`src/rtl/fetch_stage.sv`:
```
`default_nettype none
// ============================================================================
// Module   : fetch_stage
// Purpose  : Instruction-fetch stage of a 5-stage RISC-V pipeline. Holds the
//            PC and selects the next PC (sequential or EX redirect). Drives
//            the zero-latency instruction memory and registers the returned
//            word into the IF/ID pipeline register. Honours the hazard-unit
//            stall and flush controls, flags out-of-range and misaligned
//            fetches, and counts delivered instructions.
// Ports    : clk, rst_n (sync, active-low)
//            stall_f, stall_d, flush_d, pc_src_e, pc_target_e   - control in
//            imem_addr / imem_rd                                 - memory
//            pc_f, fault_f                                       - IF view
//            instr_d, pc_d, pc_plus4_d, valid_d                  - IF/ID
//            fetch_err, misalign_err, fetch_count                - status
// Revision : 1.0 - initial release
// ============================================================================
module fetch_stage #(
  parameter int                  ADDRESS   = 32,
  parameter int                  INSTR     = 32,
  parameter logic [ADDRESS-1:0]  RESET_PC  = 32'h0000_0000,
  parameter int                  MEM_DEPTH = 21,
  parameter logic [INSTR-1:0]    NOP       = 32'h0000_0013
) (
  input  logic               clk,
  input  logic               rst_n,
  input  logic               stall_f,
  input  logic               stall_d,
  input  logic               flush_d,
  input  logic               pc_src_e,
  input  logic [ADDRESS-1:0] pc_target_e,
  output logic [ADDRESS-1:0] imem_addr,
  input  logic [INSTR-1:0]   imem_rd,
  output logic [ADDRESS-1:0] pc_f,
  output logic [INSTR-1:0]   instr_d,
  output logic [ADDRESS-1:0] pc_d,
  output logic [ADDRESS-1:0] pc_plus4_d,
  output logic               valid_d,
  output logic               fault_f,
  output logic               fetch_err,
  output logic               misalign_err,
  output logic [31:0]        fetch_count
);

  // Word-index limit compared against pc[ADDRESS-1:2].
  localparam logic [ADDRESS-3:0] c_mem_depth = (ADDRESS-2)'(MEM_DEPTH);
  localparam logic [ADDRESS-1:0] c_four      = ADDRESS'(4);

  logic [ADDRESS-1:0] pc_q,        pc_d_nx;
  logic [INSTR-1:0]   instr_id_q,  instr_id_d;
  logic [ADDRESS-1:0] pc_id_q,     pc_id_d;
  logic [ADDRESS-1:0] pc4_id_q,    pc4_id_d;
  logic               valid_id_q,  valid_id_d;
  logic               ferr_q,      ferr_d;
  logic               merr_q,      merr_d;
  logic [31:0]        count_q,     count_d;

  logic               w_fault;
  logic [ADDRESS-1:0] w_pc_plus4;

  assign w_fault    = (pc_q[ADDRESS-1:2] >= c_mem_depth);
  assign w_pc_plus4 = pc_q + c_four;

  always_comb begin
    pc_d_nx    = pc_q;
    instr_id_d = instr_id_q;
    pc_id_d    = pc_id_q;
    pc4_id_d   = pc4_id_q;
    valid_id_d = valid_id_q;
    ferr_d     = ferr_q;
    merr_d     = merr_q;
    count_d    = count_q;

    // Next PC: redirect beats stall; a fault does not stop sequential advance.
    if (pc_src_e) begin
      pc_d_nx = {pc_target_e[ADDRESS-1:2], 2'b00};
      if (pc_target_e[1:0] != 2'b00) begin
        merr_d = 1'b1;
      end
    end else if (!stall_f) begin
      pc_d_nx = w_pc_plus4;
    end

    // IF/ID register: flush beats stall; a faulting fetch inserts a bubble
    // but still records where it happened.
    if (flush_d) begin
      instr_id_d = NOP;
      pc_id_d    = '0;
      pc4_id_d   = '0;
      valid_id_d = 1'b0;
    end else if (!stall_d) begin
      pc_id_d  = pc_q;
      pc4_id_d = w_pc_plus4;
      if (w_fault) begin
        instr_id_d = NOP;
        valid_id_d = 1'b0;
        ferr_d     = 1'b1;
      end else begin
        instr_id_d = imem_rd;
        valid_id_d = 1'b1;
        count_d    = count_q + 32'd1;
      end
    end
  end

  always_ff @(posedge clk) begin
    if (!rst_n) begin
      pc_q       <= RESET_PC;
      instr_id_q <= NOP;
      pc_id_q    <= '0;
      pc4_id_q   <= '0;
      valid_id_q <= 1'b0;
      ferr_q     <= 1'b0;
      merr_q     <= 1'b0;
      count_q    <= 32'd0;
    end else begin
      pc_q       <= pc_d_nx;
      instr_id_q <= instr_id_d;
      pc_id_q    <= pc_id_d;
      pc4_id_q   <= pc4_id_d;
      valid_id_q <= valid_id_d;
      ferr_q     <= ferr_d;
      merr_q     <= merr_d;
      count_q    <= count_d;
    end
  end

  assign imem_addr    = pc_q;
  assign pc_f         = pc_q;
  assign fault_f      = w_fault;
  assign instr_d      = instr_id_q;
  assign pc_d         = pc_id_q;
  assign pc_plus4_d   = pc4_id_q;
  assign valid_d      = valid_id_q;
  assign fetch_err    = ferr_q;
  assign misalign_err = merr_q;
  assign fetch_count  = count_q;

endmodule
`default_nettype wire

```
`config.mk`:
```
export PLATFORM = sky130hd
export DESIGN_NAME = fetch_stage
export DESIGN_NICKNAME = d
export VERILOG_FILES = /design/src/rtl/fetch_stage.sv
export SDC_FILE = /design/constraint.sdc
export NUM_CORES = 1
export LEC_CHECK = 0
export BUFFER_PORTS_ARGS = -buffer_cell sky130_fd_sc_hd__buf_2
export CAP_MARGIN = 25
export CORE_MARGIN = 10
export CORE_UTILIZATION = 50
export CTS_BUF_LIST = sky130_fd_sc_hd__clkbuf_4 sky130_fd_sc_hd__clkbuf_8
export DETAILED_ROUTE_END_ITERATION = 8
export HOLD_SLACK_MARGIN = 0.08
export PLACE_DENSITY = 0.89
export SLEW_MARGIN = 10
export SYNTH_ARGS = -nofsm -noshare
export SYNTH_HDL_FRONTEND = slang
export SYNTH_SLANG_ARGS = --single-unit
```
`constraint.sdc`:
```
create_clock -name clk -period 5.3 [get_ports clk]
set_input_delay 0.265 -clock clk [delete_from_list [all_inputs] [get_ports clk]]
set_output_delay 0.265 -clock clk [all_outputs]
set_load 0.01 [all_outputs]
```
# Word level (Yosys, flattened, before mapping)
# Index checks and enable logic that the tools add are counted.
# Widths: inputs -> output; s select.
# classes
eq_ne	1
n_bitwise	4
order_cmp	1
mux	4
reduce_logical	6
addsub	2
# op_table
op	count
$mux 32	3
$add 32x1->32 const B	1
$add 32x3->32 const B	1
$ge 30x5->1 const B	1
$reduce_and 3->1	2
$not 1->1	4
$reduce_or 2->1	2
$ne 2x1->1 const B	1
$reduce_and 2->1	1
$reduce_bool 2->1	1
$mux 1	1
# word_totals
regBits	163

# Depth between registers and ports, before layout
# depth
depth_word	3
mapped_depth	9

# Worst setup path after synthesis
# Ideal clock, no wire load.
# synth_timing
kind	reg2reg
start	reg pc_q[3], in the netlist imem_addr[3]
end	reg count_q[18], in the netlist fetch_count[18]
path_buffers	1
arrival_time_ns	2.148
required_ns	5.230
setup_slack_ns	3.082
synth_period_minus_slack_ns	2.218
stages_incl_launch_ff	8
path_cell_list	dfxtp_1 > inv_1 > ha_1 > o21a_1 > or4_1 > buf_2 > or4_1 > a21oi_1
# synth_via
elab_chain_len	3
# synth_lines
element	line	source
start: declaration	49	logic [ADDRESS-1:0] pc_q, pc_d_nx;
start signal: assignment	117	pc_q <= pc_d_nx;
$ge 30x5->1	61	assign w_fault = (pc_q[ADDRESS-1:2] >= c_mem_depth);
$not 1->1 (no line)	-	
$reduce_and 3->1 (no line)	-	
end signal: assignment	124	count_q <= count_d;
end: declaration	56	logic [31:0] count_q, count_d;
# No other way between the ends.
# A chain may end at the register's enable or synchronous reset.

# Worst setup path in the final report
# layout_timing
start	reg pc_q[6], in the netlist imem_addr[6]
end	out fault_f
# layout_via
elab_chain_len	1
# layout_lines
element	line	source
$ge 30x5->1	61	
end: declaration	39	output logic fault_f,
# No other way between the ends.

==> results.md <==
* Cell count after placement at approximately 1200
* Number of non-filler instances in the completed layout at 1331
* Share of the cycle needed by the critical path after routing at 57.8%
* Vias in the first global route at 7347
* Die Wd at ~140 um
* Fraction of final layout cells with drive strength greater than 1 at 27.6%
* Cell type with the highest aggregate area in the netlist: dfxtp_1
* Portion of the post-synthesis area used by sequential elements at 41.9%
* Slack of the worst reg-to-reg path at around 2.5 ns
* Worst-case clock buffer depth at 2
* Std cell rows at 44
* Nets at 1207
* Top cells by area, synth: dfxtp_1 42%, a21oi_1 6.7%, mux2i_1 5.2%, o21ai_0 4.3%, buf_4 4.1%
* Required arrival time at the worst endpoint at 5.04 ns
* CP top delay family: buffers and inverters
* Leading register cell type out of synthesis: dfxtp_1
* Layout fillers at 1255
* Number of standard cells after synthesis at 901
* Highest attainable clock frequency at 327 MHz
* Crit path capture: fault_f
* Sum of overflow across all layers after global routing at 0
* Total power consumption of the routed design at 2.46 mW
* Die footprint at 0.0203 mm2
* Launch point of the worst reg-to-reg path: imem_addr[3]$_SDFFE_PN0P_
* Max capacitance violation total at 0
* Worst slew margin relative to its limit at 30.3%
* Final worst slack at 2.24 ns
* Final HPWL from detailed placement at 18000 um
* Placer's final routability congestion estimate at 0.897
* CTS tree: yes
* Drt via density at between 5 and 6
* Delay contributed by the slowest stage of the critical path at 0.69 ns
* Count of warnings emitted by yosys at 0
* Area inside the core boundary at 0.0146 mm2
* Actual transition at the worst max-transition pin at 1.05 ns
* Final instance area at 0.00944 mm2
* Crit Path Max Fanout at 32
* Height of the die at 143 um
* Sink Count at 157
* Total placed instance area at 0.00852 mm2
* Cell Area, Synth at 0.00750 mm2
* Async set-or-reset flop fraction in the synthesized netlist at 0%
* Min Tclk post-route at 3.06 ns
* Cell chain of the critical path: nor4bb_1 -> o21a_1 -> nor3_4 -> buf_4 -> inv_1 -> buf_2
* Maximum ir drop on the vdd rail at 0.158 mV
* Post-route clock skew at 0.00648 ns
* Crit path buffers/inverters at 3
* Number of different library cells in the post-synthesis netlist at 52
* Post_cts resized at 0
* Beginning of the critical path: imem_addr[6]$_SDFFE_PN0P_
* Unrepaired setup endpoints after global routing: false
* Seq cells post-synth at 157
* Clk Latency, worst-skew pair at 0.47 ns
* Crit path DAT at 2.80 ns
* H-Tree Level Count at 4
* Static leakage at 3.95 nW
* Result of the run: completed
* Clk root buf: clkbuf_8
* Sum of negative setup slack at 0 ns
* Number of top-level design ports at 266
* CP Launch Type: flip-flop
* Area share of the leading cell type in the synthesized netlist at between 40% and 50%
* Setup slack after placement at ~2.3 ns
* Maximum number of pins on one net before global-route repair at 75
* EDFF count, synth at 0
* DRC violations left at 0
* Clock buffer count from CTS at 17
* Count of buffers inserted at the top-level ports at 257
* Synth-to-Final Area Change at 25.9%
* RR Endpoint: fetch_count[21]$_SDFFE_PN0P_
* Detailed-router iteration count before antenna repair at 5
* Logic depth of the worst path, buffers included at 6
* Number of setup violations in the final report at 0
* Via total after detailed routing at 7655
* Initial Utilization at 51.2%
* Number of DRC markers after the initial detailed-route iteration at between 500 and 600
* Clock-pin slew on the worst setup and hold paths at roughly 0.080 ns
* Wire length of the first global-routing pass at 39300 um
* Start-to-end type of the worst setup path: flip-flop to output pin
* Wirelength per Cell at 19.2 um
* ANT nets after route at 0
* Number of cell instances on the worst register-to-register path at 8
* Leading post-synthesis cells by instance count: 157 x dfxtp_1, 101 x a21oi_1, 80 x nor2_1
* Library cell with the highest instance count after synthesis: dfxtp_1
* Global Route Usage Sum at between 20 and 25%
* Power Density at 260 mW/mm2
* Cell with the largest stage delay on the worst path: dfxtp_1
* Final number of max-transition violations at 0
* Critical path capture point type: output pin
* Mean Syn Cell Area at 8.33 um2
* Endpoints failing hold at 0
* Final routed wirelength across all metal layers at 25600 um
* Hold/Removal Path Class: input port to flip-flop
* Number of antenna violations at the first check in global routing at 1
-- cell usage in the layout, fill, tap and decap left out, drive strengths merged, types with 3 or more instances in the layout --
cell and instances:
nor2b 4, o21ai 64, dfxtp 157, nand4 29, a211oi 4, nand2 63
a21oi 101, ha 4, and3 6, conb 8, clkinv 4, xor2 19
o31ai 8, or3 17, nand4b 3, and4 12, mux2i 39, nor3 15
nand2b 3, o21a 4, xnor2 35, and2 5, or2 3, buf 263
clkbuf 23, nor4 23, nand3 50, inv 16, nor2 80, dlygate4sd3 52
o21ba 3, clkinvlp 3, or4 10
-- cell families after synthesis --
| group | synth area share, % |
|---|---|
| adder cells (fa/ha/maj) | 0.667 |
| AO/OA/AOI/OAI | 14.1 |
| AND/OR/NAND/NOR | 23.3 |
| buffers and inverters | 8.47 |
| flip-flops | 41.9 |
| XOR/XNOR | 6.30 |
| other | 0.0500 |
| multiplexers | 5.20 |
-- per-layer routing --
metal  vias up  routed length [um]  global-route usage, %
met1      3595                9740                   27.3
met5         -                   0                      0
met4         0                 935                   11.8
li1       3600                   -                      -
met3        65                2530                   8.31
met2       395               12400                   40.6
-- sequential cells by signal, summed over array words and instances (netlist names) --
register and flops:
fetch_err 1, misalign_err 1, valid_d 1, fetch_count 32, instr_d 32, pc_plus4_d 30
pc_d 30, imem_addr 30
-- per-stage QoR --
stage	utilization, %	hold slack, ns
global route	64.5	0.113
global placement	58.2	0.432
floorplan	-	0.408
finish	64.5	0.109
CTS	64.4	0.0815
detailed placement	58.2	0.452
-- worst min-delay path by stage --
stage,slack [ns],end,startpoint,cells past startpoint
after floorplan,0.41,imem_addr[3]$_SDFFE_PN0P_,pc_target_e[3],2
after global placement,0.43,misalign_err$_SDFFE_PN0P_,misalign_err$_SDFFE_PN0P_,2
after detailed placement,0.45,instr_d[27]$_SDFFE_PP0N_,instr_d[27]$_SDFFE_PP0N_,2
after CTS,0.08,imem_addr[5]$_SDFFE_PN0P_,pc_target_e[5],3
after global routing,0.11,imem_addr[12]$_SDFFE_PN0P_,pc_target_e[12],3
final,0.11,imem_addr[12]$_SDFFE_PN0P_,pc_target_e[12],3
-- power breakdown --
group	leakage [nW]	switching, mW	internal [mW]
logic	2.47	0.155	0.128
clock network	0.197	0.454	0.451
registers	1.28	0.0593	1.21
-- area by class of cell --
class                           instances  area [um2]  share of cell area (%)
Timing Repair Buffer                  316        1860                    19.7
Multi-Input combinational cell        626        3760                    39.8
Sequential cell                       157        3140                    33.3
Inverter                               15        56.3                   0.596
Clock inverter                         10         115                    1.22
Clock buffer                           22         278                    2.94
Tap cell                              184         230                    2.44
Antenna cell                            1        2.50                  0.0265
-- worst reg2reg max path, delay by kind of cell, from the launching register on --
kind / cells / cell delay [ns]
flip-flops: 1 / 0.53
AND/OR/NAND/NOR: 2 / 0.75
adder cells (fa/ha/maj): 1 / 0.21
AO/OA/AOI/OAI: 2 / 0.41
buffers and inverters: 3 / 0.79
-- timing repair --
item | in CTS | in global routing
endpoints found under the setup margin | 0 | 0
hold buffers | 52 | 0
buffers inserted | 0 | 0
hold endpoints to repair | 52 | 0
No activity file was read; power rests on OpenSTA's default activity.
